===== src/rtl/signed_mac_acc.sv =====
// Signed 8x8 multiply-accumulate: sums LEN products with saturation, then
// presents the result under a valid/ready handshake until it is consumed.
module signed_mac_acc #(
  parameter int LEN   = 4,
  parameter int ACC_W = 16
) (
  input  logic                    clk,
  input  logic                    rst,
  input  logic                    in_valid,
  output logic                    in_ready,
  input  logic signed [7:0]       a,
  input  logic signed [7:0]       b,
  output logic                    out_valid,
  input  logic                    out_ready,
  output logic signed [ACC_W-1:0] acc_out,
  output logic                    ovf,
  output logic [7:0]              beat_cnt
);

  typedef enum logic [1:0] {
    S_IDLE  = 2'd0,
    S_ACCUM = 2'd1,
    S_HOLD  = 2'd2
  } state_e;

  localparam logic [7:0] LEN_C = 8'(LEN);

  // Returns {overflow_flag, saturated_sum}; the sum is formed one bit wider
  // than the accumulator so overflow shows up as disagreeing top bits.
  function automatic logic [ACC_W:0] sat_add(input logic [ACC_W-1:0] acc,
                                             input logic [15:0]      prod);
    logic [ACC_W:0] sum;
    sum = {acc[ACC_W-1], acc} + {{(ACC_W-15){prod[15]}}, prod};
    if (sum[ACC_W] != sum[ACC_W-1]) begin
      if (sum[ACC_W]) begin
        sat_add = {1'b1, 1'b1, {(ACC_W-1){1'b0}}};
      end else begin
        sat_add = {1'b1, 1'b0, {(ACC_W-1){1'b1}}};
      end
    end else begin
      sat_add = {1'b0, sum[ACC_W-1:0]};
    end
  endfunction

  state_e             state_q, state_d;
  logic [ACC_W-1:0]   acc_q, acc_d;
  logic               ovf_q, ovf_d;
  logic [7:0]         cnt_q, cnt_d;
  logic               out_valid_q, out_valid_d;
  logic               in_ready_q, in_ready_d;
  logic signed [15:0] prod_s;
  logic [ACC_W:0]     sat_s;
  logic [7:0]         cnt_inc_s;

  // Full-precision product, next accumulator value and next beat count.
  always_comb begin
    prod_s    = $signed({{8{a[7]}}, a}) * $signed({{8{b[7]}}, b});
    sat_s     = sat_add(acc_q, prod_s);
    cnt_inc_s = cnt_q + 8'd1;
  end

  // Next-state and datapath control.
  always_comb begin
    state_d     = state_q;
    acc_d       = acc_q;
    ovf_d       = ovf_q;
    cnt_d       = cnt_q;
    out_valid_d = out_valid_q;
    in_ready_d  = in_ready_q;
    case (state_q)
      S_IDLE, S_ACCUM: begin
        if (in_valid) begin
          acc_d = sat_s[ACC_W-1:0];
          ovf_d = ovf_q | sat_s[ACC_W];
          cnt_d = cnt_inc_s;
          if (cnt_inc_s == LEN_C) begin
            state_d     = S_HOLD;
            out_valid_d = 1'b1;
            in_ready_d  = 1'b0;
          end else begin
            state_d     = S_ACCUM;
            out_valid_d = 1'b0;
            in_ready_d  = 1'b1;
          end
        end else begin
          state_d = state_q;
        end
      end
      S_HOLD: begin
        // Consuming clears everything; the operand port stays closed this cycle.
        if (out_ready) begin
          state_d     = S_IDLE;
          acc_d       = {ACC_W{1'b0}};
          ovf_d       = 1'b0;
          cnt_d       = 8'd0;
          out_valid_d = 1'b0;
          in_ready_d  = 1'b1;
        end else begin
          state_d = S_HOLD;
        end
      end
      default: begin
        state_d     = S_IDLE;
        acc_d       = {ACC_W{1'b0}};
        ovf_d       = 1'b0;
        cnt_d       = 8'd0;
        out_valid_d = 1'b0;
        in_ready_d  = 1'b1;
      end
    endcase
  end

  // State and output registers; reset wins over any handshake.
  always_ff @(posedge clk) begin
    if (rst) begin
      state_q     <= S_IDLE;
      acc_q       <= {ACC_W{1'b0}};
      ovf_q       <= 1'b0;
      cnt_q       <= 8'd0;
      out_valid_q <= 1'b0;
      in_ready_q  <= 1'b1;
    end else begin
      state_q     <= state_d;
      acc_q       <= acc_d;
      ovf_q       <= ovf_d;
      cnt_q       <= cnt_d;
      out_valid_q <= out_valid_d;
      in_ready_q  <= in_ready_d;
    end
  end

  assign in_ready  = in_ready_q;
  assign out_valid = out_valid_q;
  assign acc_out   = acc_q;
  assign ovf       = ovf_q;
  assign beat_cnt  = cnt_q;

endmodule


===== config.mk =====
export PLATFORM = sky130hd
export DESIGN_NAME = signed_mac_acc
export DESIGN_NICKNAME = d
export VERILOG_FILES = /design/src/rtl/signed_mac_acc.sv
export SDC_FILE = /design/constraint.sdc
export NUM_CORES = 1
export LEC_CHECK = 0
export ABC_AREA = 1
export CAP_MARGIN = 20
export CORE_ASPECT_RATIO = 1.1
export CORE_UTILIZATION = 40
export CTS_BUF_LIST = sky130_fd_sc_hd__clkbuf_8
export CTS_CLUSTER_SIZE = 12
export DETAILED_ROUTE_END_ITERATION = 8
export PLACE_DENSITY_LB_ADDON = 0.12
export SKIP_LAST_GASP = 1
export SYNTH_ARGS = -nofsm -noshare
export SYNTH_HDL_FRONTEND = slang
export SYNTH_SLANG_ARGS = --single-unit

===== constraint.sdc =====
create_clock -name clk -period 6.33 [get_ports clk]
set_clock_uncertainty 0.1 [all_clocks]
set_input_delay 0.9495 -clock clk [delete_from_list [all_inputs] [get_ports clk]]
set_output_delay 0.9495 -clock clk [all_outputs]
set_load 0.02 [all_outputs]

==> key figures <==
Outcome
  – Status: completed

Logic synthesis
  – Synthesis Warnings: 0
  – Asr flop ratio synth: 0
  – Post-synth top area share: 0.3214
  – Ys flop type: dfxtp_1
  – Distinct cells, synth: 34
  – Sequential fraction of the synthesis area: 0.1226
  – Synth area leader: fa_1
  – Mapped cell area: 4735 um^2
  – Mapped Cells: between 600 and 700
  – Avg Cell Area, Syn: around 7.5 um^2
  – Syn nets: between 700 and 800
  – Seq cells post-synth: 29
  – Post-synth EDFFs: 0
  – Top post-synthesis cells by area: fa_1 (32%), nand2_1 (15%), dfxtp_1 (12%)

Die
  – Height of the chip: 116.1 um
  – IO Count: 47
  – Die ar.: 12280 um^2
  – Core footprint: 11490 um^2
  – Initial Util: 0.4120
  – Die X: around 110 um
  – Rows: just over 40

Final layout
  – Fraction of layout cells with a size suffix above 1: 0.07445
  – # fillers: roughly 1200
  – FF/Latch Area: slightly below 600 um^2
  – Multi-input gate area: around 3500 um^2
  – Design area: 5524 um^2
  – Diodes inserted: 0
  – Final #Nets: roughly 800
  – Synthesis-to-finish area growth: 16.68%

STA
  – Max Transition Viols Final: 0
  – Total Neg Setup Slack: 0 ns
  – Setup WS post-layout: 0.3194 ns
  – Measured slew at the worst slew-check pin: 1.090 ns
  – Fmax: around 170 MHz
  – Final worst-path cycle share: 0.9495
  – Final hold slack: approximately 0.36 ns
  – Rel. slew slack: 0.2711
  – Min cycle time layout: ~6 ns
  – RSZ-0062 raised after global routing: false
  – Final hold violation count: 0
  – # setup viols final: 0

Routing
  – Pre-antenna DRT Iters: 4
  – First-iteration detailed-routing DRC count: between 100 and 150
  – WL final: approximately 11000 um
  – Via density: 4.594
  – WL/cell: between 10 and 15 um
  – Via Count: roughly 3800
  – DRC violation count after routing: 0
  – Final antenna-violating net count: 0

Min path
  – WHS Endpoint: state_q[0]
  – Hold path depth: 2
  – Hold path start: state_q[0]
  – Hold WC Path Type: flop to flop

Critical path
  – CP max FO: 16
  – Master of the slowest instance on the critical path: fa_1
  – Arrival @ worst endpoint: between 6 and 7 ns
  – Cells along the critical path: clkdlybuf4s50_1 > clkinv_1 > or2_2 > fa_1 > fa_1 > inv_1 > fa_1 > fa_1 > fa_1 > ha_1 > nand2_1 > nand2_1 > nor2_2 > inv_1 > nand2_1 > nand3_2 > nand3_2 > nand2_1 > nand2_2 > nand3_1 > nand2_1 > a21oi_1
  – Worst r2r src: acc_out[6]
  – Reg2reg setup slack: approximately 1.5 ns
  – Data required, critical path: 6.34 ns
  – CP peak stage delay: 0.59 ns
  – CP endpoint kind: flop
  – R2r endpoint: acc_out[0]
  – Cells on worst reg2reg path: 22
  – Critical path class: input port to flop
  – Worst Setup Start Kind: input port

CTS
  – Total CTS buffers: 5
  – Post-CTS sizing: 0
  – Hold buffers post-CTS: 0
  – Clock Sinks: 29
  – H-Tree Depth: 2
  – Worst-Skew Late Latency: around 0.28 ns
  – Setup Buffers After CTS: 0
  – Clock tree buffer depth: 2
  – CTS tree: built
  – Clk slew on worst S/H paths: 0.06 ns
  – Root buf cell: clkbuf_8

Placement
  – Post-DP HPWL: roughly 9000 um
  – Pre-CTS setup slack: -0.02150 ns
  – DP Area: ~5400 um^2
  – RD Place Congestion: between 0.8 and 0.9
  – PortBufs: 46

Global route
  – Number of global-route vias before repair: 3960
  – Initial antenna violation count: 0
  – First-pass GRT wire length: 18660 um
  – GRT overflow: 0
  – Total GRT Usage: 0.1896
  – Largest net degree at the start of global routing: 27

Run
  – Max cap viols: 0
-- through the flow --
step / utilization / std cells
6_report: 0.4807 / 835
5_1_grt: 0.4807 / 835
4_1_cts: 0.4807 / 835
3_5_place_dp: 0.4735 / 827
3_3_place_gp: 0.4735 / 827
2_1_floorplan: - / 633
-- final cells by class --
| type | instances | area share |
|---|---|---|
| well taps | 150 | 0.03398 |
| multi-input cells | 428 | 0.6267 |
| repair buffers | 68 | 0.1155 |
| clock inverters | 3 | 0.002492 |
| inverters | 152 | 0.1037 |
| clock buffers | 5 | 0.01246 |
| flip-flops and latches | 29 | 0.1051 |
-- state kept, by name, indices dropped and copies added, names as in the netlist --
name       cells
ovf            1
state_q        2
in_ready       1
acc_out       16
out_valid      1
beat_cnt       8
-- cells by family (layout without fill, tap and decap cells) --
logic type / Yosys count / after routing / share of synthesized area
AOI/OAI and AO/OA: 39 / 39 / 0.04730
xor gates and xnor gates: 12 / 12 / 0.02220
adders and majority gates: 117 / 117 / 0.4297
buffers and inverters: 176 / 228 / 0.1461
DFF: 29 / 29 / 0.1226
and+or+nand+nor: 260 / 260 / 0.2320
-- cells in the final DEF (no fill, tap or decap), types with 2 or more instances in the layout --
cell             instances
nand3_1                 31
clkbuf_8                 5
nand3_2                  4
ha_1                    41
fa_1                    76
nor2_1                  22
o21ai_0                  3
nand2_1                186
buf_4                   21
nand4_1                  3
nand2_2                  2
nor3_1                   3
xor2_1                   7
a21oi_1                 27
inv_1                  148
clkinv_2                 2
a21oi_2                  5
inv_2                    3
clkdlybuf4s50_1         46
nor2_2                   3
a211oi_1                 2
dfxtp_1                 29
xnor2_1                  5
-- cell usage after synthesis (2+ instances only) --
| library cell | number |
|---|---|
| nand3_1 | 31 |
| nand2_1 | 186 |
| nand4_1 | 3 |
| nor3_1 | 3 |
| a211oi_1 | 2 |
| a21oi_1 | 27 |
| clkbuf_1 | 17 |
| nand3_2 | 4 |
| o21ai_0 | 3 |
| buf_4 | 3 |
| buf_6 | 2 |
| dfxtp_1 | 29 |
| a21oi_2 | 5 |
| xor2_1 | 7 |
| inv_1 | 148 |
| ha_1 | 41 |
| nand2_2 | 2 |
| inv_2 | 2 |
| xnor2_1 | 5 |
| fa_1 | 76 |
| nor2_1 | 22 |
| nor2_2 | 3 |
-- critical path: cells and delay by family --
family          cells  cell delay (ns)
compound gates      1             0.06
fa+ha+maj           6             2.96
buf+inv             4             0.65
simple gates       11             1.39
-- layer usage --
metal / up-vias / wire, um / global-route usage
li1: 1968 / - / -
met1: 1813 / 4904 / 0.2458
met2: 45 / 5414 / 0.3529
met3: 10 / 185 / 0.01618
met4: 0 / 73 / 0.02778
met5: - / 0 / 0
-- worst max-delay path by stage --
stage,endpoint,cells past startpoint,start
after global placement,acc_out[3],22,b[7]
final,acc_out[0],22,b[7]
after detailed placement,acc_out[4],23,b[0]
after CTS,acc_out[4],23,b[0]
after floorplan,ovf,22,b[7]
after global routing,acc_out[10],22,b[7]
Power is not shown: default switching activity piles up to over one toggle a cycle in this logic, so the estimate is an artifact.
